===== src/rtl/iq_pkg.sv =====
// Shared types for the instruction prefetch queue: word widths and the
// buffered entry format (word address paired with its instruction).
package iq_pkg;

  localparam int INSTR_W = 32;
  localparam int IADDR_W = 30;

  typedef struct packed {
    logic [IADDR_W-1:0] addr;
    logic [INSTR_W-1:0] instr;
  } iq_entry_t;

  function automatic iq_entry_t iq_pack(input logic [IADDR_W-1:0] addr,
                                        input logic [INSTR_W-1:0] instr);
    iq_entry_t e;
    e.addr  = addr;
    e.instr = instr;
    return e;
  endfunction

endpackage


===== src/rtl/iq_ptr.sv =====
// Wrapping circular-buffer pointer with increment and synchronous clear.
// Wrap relies on the pointer width matching log2 of a power-of-two depth.
module iq_ptr #(
  parameter int PTR_W = 2
) (
  input  logic             clk,
  input  logic             rst_n,
  input  logic             clr,
  input  logic             inc,
  output logic [PTR_W-1:0] ptr
);

  logic [PTR_W-1:0] ptr_q;
  logic [PTR_W-1:0] ptr_d;

  // Next pointer: clear wins over increment.
  always_comb begin
    ptr_d = ptr_q;
    if (clr) begin
      ptr_d = '0;
    end else if (inc) begin
      ptr_d = ptr_q + {{(PTR_W-1){1'b0}}, 1'b1};
    end else begin
      ptr_d = ptr_q;
    end
  end

  // Pointer register.
  always_ff @(posedge clk or negedge rst_n) begin
    if (!rst_n) begin
      ptr_q <= '0;
    end else begin
      ptr_q <= ptr_d;
    end
  end

  assign ptr = ptr_q;

endmodule


===== src/rtl/inst_queue.sv =====
// Instruction prefetch queue: DEPTH-entry circular buffer of {addr, instr}
// with flush. Optional same-cycle empty bypass under macro IQ_BYPASS_EN.
module inst_queue
  import iq_pkg::*;
#(
  parameter int DEPTH = 4,
  parameter int CNT_W = $clog2(DEPTH + 1)
) (
  input  logic               clk,
  input  logic               rst_n,
  input  logic               in_valid,
  output logic               in_ready,
  input  logic [IADDR_W-1:0] in_addr,
  input  logic [INSTR_W-1:0] in_instr,
  output logic               out_valid,
  input  logic               out_ready,
  output logic [IADDR_W-1:0] out_addr,
  output logic [INSTR_W-1:0] out_instr,
  input  logic               flush,
  output logic [CNT_W-1:0]   count
);

  localparam int PTR_W = (DEPTH > 1) ? $clog2(DEPTH) : 1;
  localparam logic [CNT_W-1:0] FULL_CNT = CNT_W'(DEPTH);
  localparam logic [CNT_W-1:0] ONE_CNT  = {{(CNT_W-1){1'b0}}, 1'b1};

  iq_entry_t        mem_q [DEPTH];
  logic [CNT_W-1:0] count_q;
  logic [CNT_W-1:0] count_d;
  logic [PTR_W-1:0] rd_ptr_s;
  logic [PTR_W-1:0] wr_ptr_s;
  logic             have_s;
  logic             byp_s;
  logic             push_s;
  logic             pop_s;
  iq_entry_t        in_entry_s;
  iq_entry_t        head_s;

  // Handshake decode and head selection.
  always_comb begin
    in_entry_s = iq_pack(in_addr, in_instr);
    have_s     = (count_q != '0);
    in_ready   = rst_n && (count_q != FULL_CNT);
`ifdef IQ_BYPASS_EN
    byp_s      = rst_n && !have_s && in_valid && !flush;
`else
    byp_s      = 1'b0;
`endif
    out_valid  = (have_s || byp_s) && !flush;
    pop_s      = have_s && out_ready && !flush;
    // A bypassed word taken by decode this cycle is never stored.
    push_s     = in_valid && in_ready && !flush && !(byp_s && out_ready);
    if (!out_valid) begin
      head_s = '0;
    end else if (have_s) begin
      head_s = mem_q[rd_ptr_s];
    end else begin
      head_s = in_entry_s;
    end
    out_addr  = head_s.addr;
    out_instr = head_s.instr;
  end

  // Occupancy next state.
  always_comb begin
    count_d = count_q;
    if (flush) begin
      count_d = '0;
    end else begin
      case ({push_s, pop_s})
        2'b10:   count_d = count_q + ONE_CNT;
        2'b01:   count_d = count_q - ONE_CNT;
        default: count_d = count_q;
      endcase
    end
  end

  // Occupancy register.
  always_ff @(posedge clk or negedge rst_n) begin
    if (!rst_n) begin
      count_q <= '0;
    end else begin
      count_q <= count_d;
    end
  end

  // Entry storage; contents are don't-care after reset.
  always_ff @(posedge clk) begin
    if (push_s) begin
      mem_q[wr_ptr_s] <= in_entry_s;
    end
  end

  iq_ptr #(.PTR_W(PTR_W)) u_rd_ptr (
    .clk   (clk),
    .rst_n (rst_n),
    .clr   (flush),
    .inc   (pop_s),
    .ptr   (rd_ptr_s)
  );

  iq_ptr #(.PTR_W(PTR_W)) u_wr_ptr (
    .clk   (clk),
    .rst_n (rst_n),
    .clr   (flush),
    .inc   (push_s),
    .ptr   (wr_ptr_s)
  );

  assign count = count_q;

endmodule


===== config.mk =====
export PLATFORM = sky130hd
export DESIGN_NAME = inst_queue
export DESIGN_NICKNAME = d
export VERILOG_FILES = /design/src/rtl/iq_pkg.sv /design/src/rtl/iq_ptr.sv /design/src/rtl/inst_queue.sv
export SDC_FILE = /design/constraint.sdc
export NUM_CORES = 1
export LEC_CHECK = 0
export CAP_MARGIN = 20
export CELL_PAD_IN_SITES_DETAIL_PLACEMENT = 2
export CELL_PAD_IN_SITES_GLOBAL_PLACEMENT = 2
export CORE_MARGIN = 2
export CORE_UTILIZATION = 30
export DETAILED_ROUTE_END_ITERATION = 16
export GPL_TIMING_DRIVEN = 0
export PLACE_DENSITY = 0.6
export SLEW_MARGIN = 25
export SYNTH_ARGS = -nofsm -noshare
export SYNTH_HDL_FRONTEND = slang
export SYNTH_SLANG_ARGS = --single-unit

===== constraint.sdc =====
create_clock -name clk -period 2.9 [get_ports clk]
set_input_delay 0.58 -clock clk [delete_from_list [all_inputs] [get_ports clk]]
set_output_delay 0.58 -clock clk [all_outputs]
set_load 0.1 [all_outputs]

== After elaboration in Yosys (flattened, before gate mapping) ==
Memories as Yosys holds them, arrays and structs flattened.
Index checks and enable logic that the tools add are counted.

* RAM bits: 248
* Output and inout bits: 67
* Memories kept: 1
* Register bits: 7
* Input bits: 67

{| class="wikitable"
|+ Memories
! memory !! words !! bits a word !! rd ports !! clocked after memory_dff !! wr ports !! line !! RTL
|-
| mem_q || 4 || 62 || 1 || 0 || 1 || inst_queue.sv:27 || <nowiki>iq_entry_t mem_q [DEPTH];</nowiki>
|}

* Add/sub/neg operators: 4
* Eq/ne operators: 3
* Muxes and demuxes: 10
* Reductions and logical operators: 11

{| class="wikitable"
|+ Operators by type and width
! cell !! count
|-
| $mux 62 || 2
|-
| $mux 2 || 4
|-
| $logic_and 1x1->1 || 6
|-
| $pmux 3 s2 || 1
|-
| $reduce_bool 3->1 || 2
|-
| $add 2x1->2 const B || 2
|-
| $reduce_bool 2->1 || 2
|-
| $add 3x1->3 const B || 1
|-
| $mux 3 || 1
|-
| $ne 3x3->1 const B || 1
|-
| $sub 3x1->3 const B || 1
|-
| $eq 2x1->1 const B || 1
|-
| $eq 2x2->1 const B || 1
|-
| $mux 1 || 2
|-
| $logic_not 1->1 || 1
|}

== Depth between registers and ports, before layout ==
Gate-level depths: netlist (run 1).

* Depth in word-level cells: 7
* Depth in mapped cells: 8
* Gate-level depth less buffers: 7

== Modules after synthesis ==
From an unflattened synthesis (run 1), not the netlist that was laid out.

* Cells, all modules: 438
* Area total of the unflattened synthesis: 9771.9 um^2

{| class="wikitable"
|+ Modules (own cells, without submodules)
! module !! cells an instance !! instances !! sequential area each (um^2) !! area an instance (um^2)
|-
| inst_queue || 424 || 1 || 7522.2 || 9594.2
|-
| iq_ptr || 7 || 2 || 50.0 || 88.8
|}

== Worst setup path after synthesis (run 1) ==
No wires, ideal clock.

* Kind: reg-to-output
* From: register count_q[0], in the netlist count[0]
* To: output port in_ready
* Buffers on the path: 0
* Setup slack: -1.057 ns
* Arrival time: 3.377 ns
* Cell stages (with the launch flop): 3
* Path through: dfrtp_1 nor2_4 a21boi_0

* Longest elaborated chain between the ends: 2

{| class="wikitable"
|+ Ends and longest elaborated chain
! item !! line !! RTL
|-
| start: declaration || inst_queue.sv:28 || <nowiki>logic [CNT_W-1:0] count_q;</nowiki>
|-
| start signal: assignment || inst_queue.sv:83 || <nowiki>count_q <= count_d;</nowiki>
|-
| $ne 3x3->1 || inst_queue.sv:43 || <nowiki>in_ready = rst_n && (count_q != FULL_CNT);</nowiki>
|-
| $logic_and 1x1->1 || inst_queue.sv:43 ||
|-
| end: declaration || inst_queue.sv:12 || <nowiki>output logic in_ready,</nowiki>
|}

Every way passes these cells.

== Worst setup path after layout (run 1) ==
* From: register u_rd_ptr.ptr_q[0], in the netlist u_rd_ptr.ptr[0]
* To: output port out_addr[0]

* Longest elaborated chain between the ends: 3

{| class="wikitable"
|+ Ends and longest elaborated chain
! item !! line !! RTL
|-
| start: declaration || iq_ptr.sv:13 || <nowiki>logic [PTR_W-1:0] ptr_q;</nowiki>
|-
| start signal: assignment || iq_ptr.sv:33 || <nowiki>ptr_q <= ptr_d;</nowiki>
|-
| $mem_v2 4x62 || n/a ||
|-
| $mux 62 || inst_queue.sv:55 || <nowiki>end else if (have_s) begin</nowiki>
|-
| $mux 62 || inst_queue.sv:53 || <nowiki>if (!out_valid) begin</nowiki>
|-
| end: declaration || inst_queue.sv:17 || <nowiki>output logic [IADDR_W-1:0] out_addr,</nowiki>
|}

Every way passes these cells.

==> results of run 1 <==
## how the worst max path moves through the flow
| stage | from | endpoint | slack, ns | depth (start not counted) |
|---|---|---|---|---|
| floorplan | count[2]$_DFFE_PN0P_ | out_addr[29] | -0.11 | 3 |
| global route | count[0]$_DFFE_PN0P_ | out_addr[18] | 0.0004 | 6 |
| global placement | rst_n | mem_q[3][5]$_DFFE_PP_ | -1.18 | 4 |
| CTS | u_rd_ptr.ptr[0]$_DFFE_PN0P_ | out_instr[6] | -0.15 | 5 |
| finish | u_rd_ptr.ptr[0]$_DFFE_PN0P_ | out_addr[0] | 0.08 | 5 |
| detailed placement | flush | out_instr[6] | -0.85 | 5 |
## final cells by class
cell class | instances | area share
Multi-Input combinational cell | 171 | 0.185
Buffer | 22 | 0.0188
Clock buffer | 33 | 0.0567
Inverter | 3 | 0.000863
Tap cell | 448 | 0.0429
Clock inverter | 21 | 0.0160
Timing Repair Buffer | 138 | 0.0954
Sequential cell | 255 | 0.584
## registers in the layout, summed over array words and instances (netlist names)
register / cells
mem_q: 248
u_rd_ptr.ptr: 2
u_wr_ptr.ptr: 2
count: 3
## cells in the mapped netlist (2+ instances only)
| cell | n | area share |
|---|---|---|
| dfrtp_1 | 7 | 0.017 |
| mux4_1 | 4 | 0.010 |
| nor2b_4 | 7 | 0.0096 |
| nand2b_1 | 2 | 0.0012 |
| edfxtp_1 | 248 | 0.74 |
| mux4_2 | 58 | 0.13 |
| and2_1 | 5 | 0.0031 |
| nor2_1 | 6 | 0.0022 |
| inv_1 | 3 | 0.0011 |
| o21ai_0 | 3 | 0.0015 |
| xor2_1 | 2 | 0.0017 |
| buf_12 | 6 | 0.012 |
| mux2i_1 | 2 | 0.0020 |
| nor2b_1 | 56 | 0.035 |
| buf_2 | 13 | 0.0065 |
| ha_1 | 4 | 0.0050 |
| clkbuf_1 | 2 | 0.00075 |
| o211ai_1 | 2 | 0.0015 |
## cell usage in the layout (no fill, tap or decap), drive strengths merged, types with 3 or more instances in the layout
cell           instances
and2                   7
buf                   72
bufinv                 4
clkbuf                51
clkdlybuf4s50         68
clkinv                14
dfrtp                  7
edfxtp               248
ha                     4
inv                    5
mux4                  62
nor2                   7
nor2b                 63
o21ai                  3
## power groups by stage
| stage | combinational [µW] | clock, µW | sequential (µW) |
|---|---|---|---|
| 4_1_cts | 3080 | 3740 | 4160 |
| 5_1_grt | 3220 | 3870 | 4170 |
| 6_report | 3060 | 3620 | 4160 |
| 3_5_place_dp | 3150 | 0 | 4240 |
| 2_1_floorplan | 2340 | 0 | 4300 |
| 3_3_place_gp | 3120 | 0 | 4240 |
## routing by layer
layer / share of wire / track usage / wire (µm)
met1: 0.42 / 0.165 / 9590
met2: 0.51 / 0.233 / 11600
met3: 0.045 / 0.0253 / 1010
met4: 0.016 / 0.0333 / 358
met5: 0.0012 / 0 / 27
## logic make-up after synthesis
logic type | count (synthesis) | synth area share
multiplexers | 65 | 0.144
flip-flops | 255 | 0.759
buffers and inverters | 25 | 0.0214
AO/OA/AOI/OAI | 13 | 0.0105
adder cells (fa/ha/maj) | 5 | 0.00698
AND/OR/NAND/NOR | 83 | 0.0561
XOR/XNOR | 3 | 0.00262
## what timing repair did
action | in CTS | in global routing
endpoints found under the setup margin | 199 | 117
gates cloned | 2 | 0
buffers inserted | 1 | 0
pin swaps | 3 | 0
gates resized for setup | 348 | 40
## metrics by stage
| step | instances | cell area [µm²] | utilization | TNS [ns] | power [µW] |
|---|---|---|---|---|---|
| after floorplan | 449 | 10200 | - | -0.426 | 6640 |
| after global placement | 1030 | 12100 | 0.364 | -333.59 | 7360 |
| after detailed placement | 1034 | 12200 | 0.367 | -168.56 | 7390 |
| after CTS | 1091 | 13000 | 0.390 | -0.154 | 11000 |
| after global routing | 1091 | 13100 | 0.392 | 0 | 11300 |
| final | 1091 | 13100 | 0.392 | 0 | 10800 |
==> qor.yml, run 1 <==
clocking:
  cts_made_buffers: 29
  clk_pin_slew_ns: 0.06
  clkSinkCount: 255
  hold_buffers: 0
  htree_levels: 1
  clk_latency_ns: 0.54
  cts_root_buf: "clkbuf_16"
  cts_tree: "built"
  clock_path_buffers: 3
grt:
  grt_max_degree: 39
  grt_pass1_wl_mm: 35.1
  overflow: 0
  grt_pass1_vias: 5705
  antenna_found_initial: 2
  grtUsageTotal: 0.132
floorplan:
  core.rowCount: 67
  dieHeight_um: 187
  die_w_um: 187
  start_util: 0.302
  core_um2: 33300
  ios: 134
  die_area_um2: 35000
power_and_ir_drop:
  p_int_uw: 7330
  p_leak_uw: 0.00431
  ir_drop_mv: 0.400
  combPwrFrac: 0.282
  p_seq_frac: 0.384
  clkPwrFrac: 0.334
  swShare: 0.324
  power_density_nw_per_um2: 831
  switchingPower_uw: 3510
sta:
  rsz0062_at_grt: "false"
  hold_violations: 0
  drv_slew: 0
  maxSlewHeadroom: 0.351
  fmaxAchievable_ghz: 0.355
  setup_viol: 0
  finalHoldWorstSlack_ns: 0.00163
  min_period_ns: 2.82
  skew_ns: 0.00808
  timing.final.ws_setup_ns: 0.0837
  period_share: 0.971
  worstMarginPinSlew_ns: 0.970
hold_path:
  hp-class: "in -> async"
critical_path:
  regToRegStartpoint: "count[0]$_DFFE_PN0P_"
  cp.arrival_ns: 2.24
  crit_path_top_delay_cell: "mux4_2"
  path_max_fanout: 10
  rrSetupSlack_ns: 0.38
  slowest_delay_ns: 0.49
  rr_endpoint: "count[2]$_DFFE_PN0P_"
  reg2reg_depth: 9
  endpoint_kind: "output pin"
  path_delay_family: "buffers and inverters"
  required_ns: 2.32
  critPathBufInv: 3
  worstSetupPathType: "reg -> out"
  startpoint_type: "flip-flop"
  crit_chain: "buf_8 > buf_12 > mux4_2 > nor2b_2 > buf_2"
logic_synthesis:
  yosys_warnings: 0
  synth-edff-count: 248
  postSynthCellCount: 449
  synth.cell_area_um2: 10000
  syn_nets: 521
  ys_ff_latch: 255
  ys_async_sr_fraction: 0.0275
  postSynthAreaPerCell_um2: 22.4
  synth_ff_type: "edfxtp_1"
  ys_seq_area_frac: 0.759
  synth_cell_type_count: 37
drt:
  drt-total-wl_mm: 22.6
  drt_iter0_drc: 189
  drc: 0
  post_drt_wl_per_cell_um: 20.7
  ant_nets: 0
  drtPass1Iterations: 4
  avgViaCountPerCell: 4.47
  vias: 4878
job:
  cap_viol_max_count: 0
place:
  io_buffers: 133
  gp_congestion: 0.671
  pre_cts_ws_ns: -0.850
  dp_hpwl_mm: 13.9
layout:
  nFillCells: 3178
  num_antenna_cells: 0
  multi_input_area_um2: 2410
  regArea_um2: 7630
  layout-drive-gt1-share: 0.409
  areaGrowthSynthToFinish_pct: 29.9
  nets: 692
outcome:
  status: "finished clean"
Power figures use the tool's default switching activity.
==> run 2, diff against run 1 <==
--- a/config.mk
+++ b/config.mk
@@ -5,14 +5,13 @@
 export SDC_FILE = /design/constraint.sdc
 export NUM_CORES = 1
 export LEC_CHECK = 0
-export CAP_MARGIN = 20
-export CELL_PAD_IN_SITES_DETAIL_PLACEMENT = 2
-export CELL_PAD_IN_SITES_GLOBAL_PLACEMENT = 2
+export CELL_PAD_IN_SITES_DETAIL_PLACEMENT = 1
+export CELL_PAD_IN_SITES_GLOBAL_PLACEMENT = 1
 export CORE_MARGIN = 2
 export CORE_UTILIZATION = 30
 export DETAILED_ROUTE_END_ITERATION = 16
 export GPL_TIMING_DRIVEN = 0
-export PLACE_DENSITY = 0.6
+export PLACE_DENSITY = 0.54
 export SLEW_MARGIN = 25
 export SYNTH_ARGS = -nofsm -noshare
 export SYNTH_HDL_FRONTEND = slang
==> qor.yml, run 2 (synthesis gave the netlist of run 1 again) <==
clocking:
  cts_tree: "built"
  cts_made_buffers: 28
  clock_path_buffers: 3
  clkSinkCount: 255
  clk_pin_slew_ns: 0.06
  cts_root_buf: "clkbuf_16"
  clk_latency_ns: 0.53
  htree_levels: 1
layout:
  nets: 695
  largest_reg_flops: 248
  largest-register: "mem_q"
  fin_cells: 1091
  final_cell_mix: "edfxtp_1, clkdlybuf4s50_1, mux4_2"
  postLayoutCoreUtil: 0.394
  areaGrowthSynthToFinish_pct: 30.7
  final_common_cell: "edfxtp_1"
  num_antenna_cells: 0
  layout-drive-gt1-share: 0.414
critical_path:
  crit_end: "out_instr[11]"
  endpoint_kind: "output pin"
  rr_endpoint: "count[2]$_DFFE_PN0P_"
  required_ns: 2.32
  reg2reg_depth: 9
  rrSetupSlack_ns: 0.42
  cp.arrival_ns: 2.21
  regToRegStartpoint: "count[0]$_DFFE_PN0P_"
  worstSetupPathType: "reg -> out"
  path_max_fanout: 10
  critPathLaunch: "count[0]$_DFFE_PN0P_"
  startpoint_type: "flip-flop"
sta:
  finalHoldWorstSlack_ns: -0.00496
  drv_slew: 0
  maxSlewHeadroom: 0.344
  period_share: 0.962
  min_period_ns: 2.79
  skew_ns: 0.00781
  fmaxAchievable_ghz: 0.359
  worstMarginPinSlew_ns: 0.980
  hold_violations: 7
  setup_viol: 0
  rsz0062_at_grt: "false"
power_and_ir_drop:
  swShare: 0.319
  p_seq_frac: 0.385
  p_leak_uw: 0.00432
  switchingPower_uw: 3440
  ir_drop_mv: 0.477
  power.total_uw: 10800
  p_int_uw: 7360
  power_density_nw_per_um2: 822
  combPwrFrac: 0.286
  clkPwrFrac: 0.329
drt:
  avgViaCountPerCell: 4.45
  drt-total-wl_mm: 21.3
  drt_iter0_drc: 202
  drtPass1Iterations: 4
  met1_length_mm: 8.88
  ant_nets: 0
  post_drt_wl_per_cell_um: 19.6
  vias: 4858
  wl_met2_mm: 10.8
  dr.max_layer_used: "met5"
  wl_met3_mm: 1.23
  drc: 0
hold_path:
  hp-class: "in -> async"
grt:
  overflow: 0
  grt_max_degree: 24
  grtUsageTotal: 0.123
  grt_pass1_wl_mm: 33.1
  antenna_found_initial: 1
  grt_pass1_vias: 5614
floorplan:
  dieHeight_um: 187
  die_w_um: 187
  core.rowCount: 67
  start_util: 0.302
  die_area_um2: 35000
  core_um2: 33300
  ios: 134
place:
  dp.cells: 1038
  io_buffers: 133
  dp_hpwl_mm: 13.5
  gp_congestion: 0.695
job:
  cap_viol_max_count: 0
outcome:
  violations: "negative hold slack"
  status: "complete, but fails checks"
## run 2: cell types whose count changed in the layout (fill, tap and decap cells not counted), sizes merged
| cell | delta |
|---|---|
| inv | -2 |
| and2 | -1 |
| buf | +10 |
| clkbuf | -2 |
| clkinv | -7 |
| clkinvlp | +2 |
## run 2: stage by stage
| step | area [µm²] | setup TNS [ns] | setup WS (ns) | hold slack, ns |
|---|---|---|---|---|
| 6_report | 13100 | 0 | 0.111 | -0.00496 |
| 5_1_grt | 13100 | 0 | 0.00883 | 0.00439 |
| 4_1_cts | 13000 | -0.153 | -0.153 | 0.358 |
| 3_5_place_dp | 12300 | -119.10 | -0.827 | 0.609 |
| 3_3_place_gp | 12100 | -326.03 | -1.16 | 0.560 |
| 2_1_floorplan | 10200 | -0.426 | -0.106 | 0.284 |
## run 2: repair_timing
action | CTS | global route
setup buffers | 2 | 0
endpoints found under the setup margin | 64 | 143
hold buffers | 0 | 0
gates cloned | 0 | 1
gates resized for setup | 338 | 87
pin swaps | 1 | 1
## run 2: worst max-delay path, stage by stage (launching register included)
cell and delay, ns:
dfrtp_2 0.46, or2_4 0.29, o21bai_4 0.16, buf_12 0.16, clkbuf_8 0.25, nor2b_4 0.05
buf_2 0.29
## run 2: worst min path at each step
stage / from / to / slack [ns]
detailed placement: u_wr_ptr.ptr[1]$_DFFE_PN0P_ / u_wr_ptr.ptr[1]$_DFFE_PN0P_ / 0.61
floorplan: rst_n / count[0]$_DFFE_PN0P_ / 0.28
global route: rst_n / u_wr_ptr.ptr[1]$_DFFE_PN0P_ / 0.004
CTS: rst_n / u_rd_ptr.ptr[1]$_DFFE_PN0P_ / 0.36
finish: rst_n / u_wr_ptr.ptr[0]$_DFFE_PN0P_ / -0.005
global placement: u_wr_ptr.ptr[1]$_DFFE_PN0P_ / u_wr_ptr.ptr[1]$_DFFE_PN0P_ / 0.56
## run 2: metal layers
layer	GRT usage	up-vias
met4	0.0327	2
met1	0.157	2515
met5	0	-
met3	0.0304	40
met2	0.211	123
li1	-	2178
## run 2: cell type report
type / instances / area, µm²
inverter: 3 / 11.3
fill: 3237 / 20200
clock inverter: 14 / 175
tap: 448 / 561
clock buffer: 36 / 752
multi-input combinational: 170 / 2410
buffer: 22 / 250
timing repair buffer: 143 / 1350
sequential: 255 / 7630
## run 2: power by group through the flow
stage	sequential, µW	clock, µW	combinational (µW)
2_1_floorplan	4300	0	2340
3_3_place_gp	4230	0	3120
3_5_place_dp	4240	0	3150
4_1_cts	4160	3670	3070
5_1_grt	4170	3810	3250
6_report	4160	3550	3090
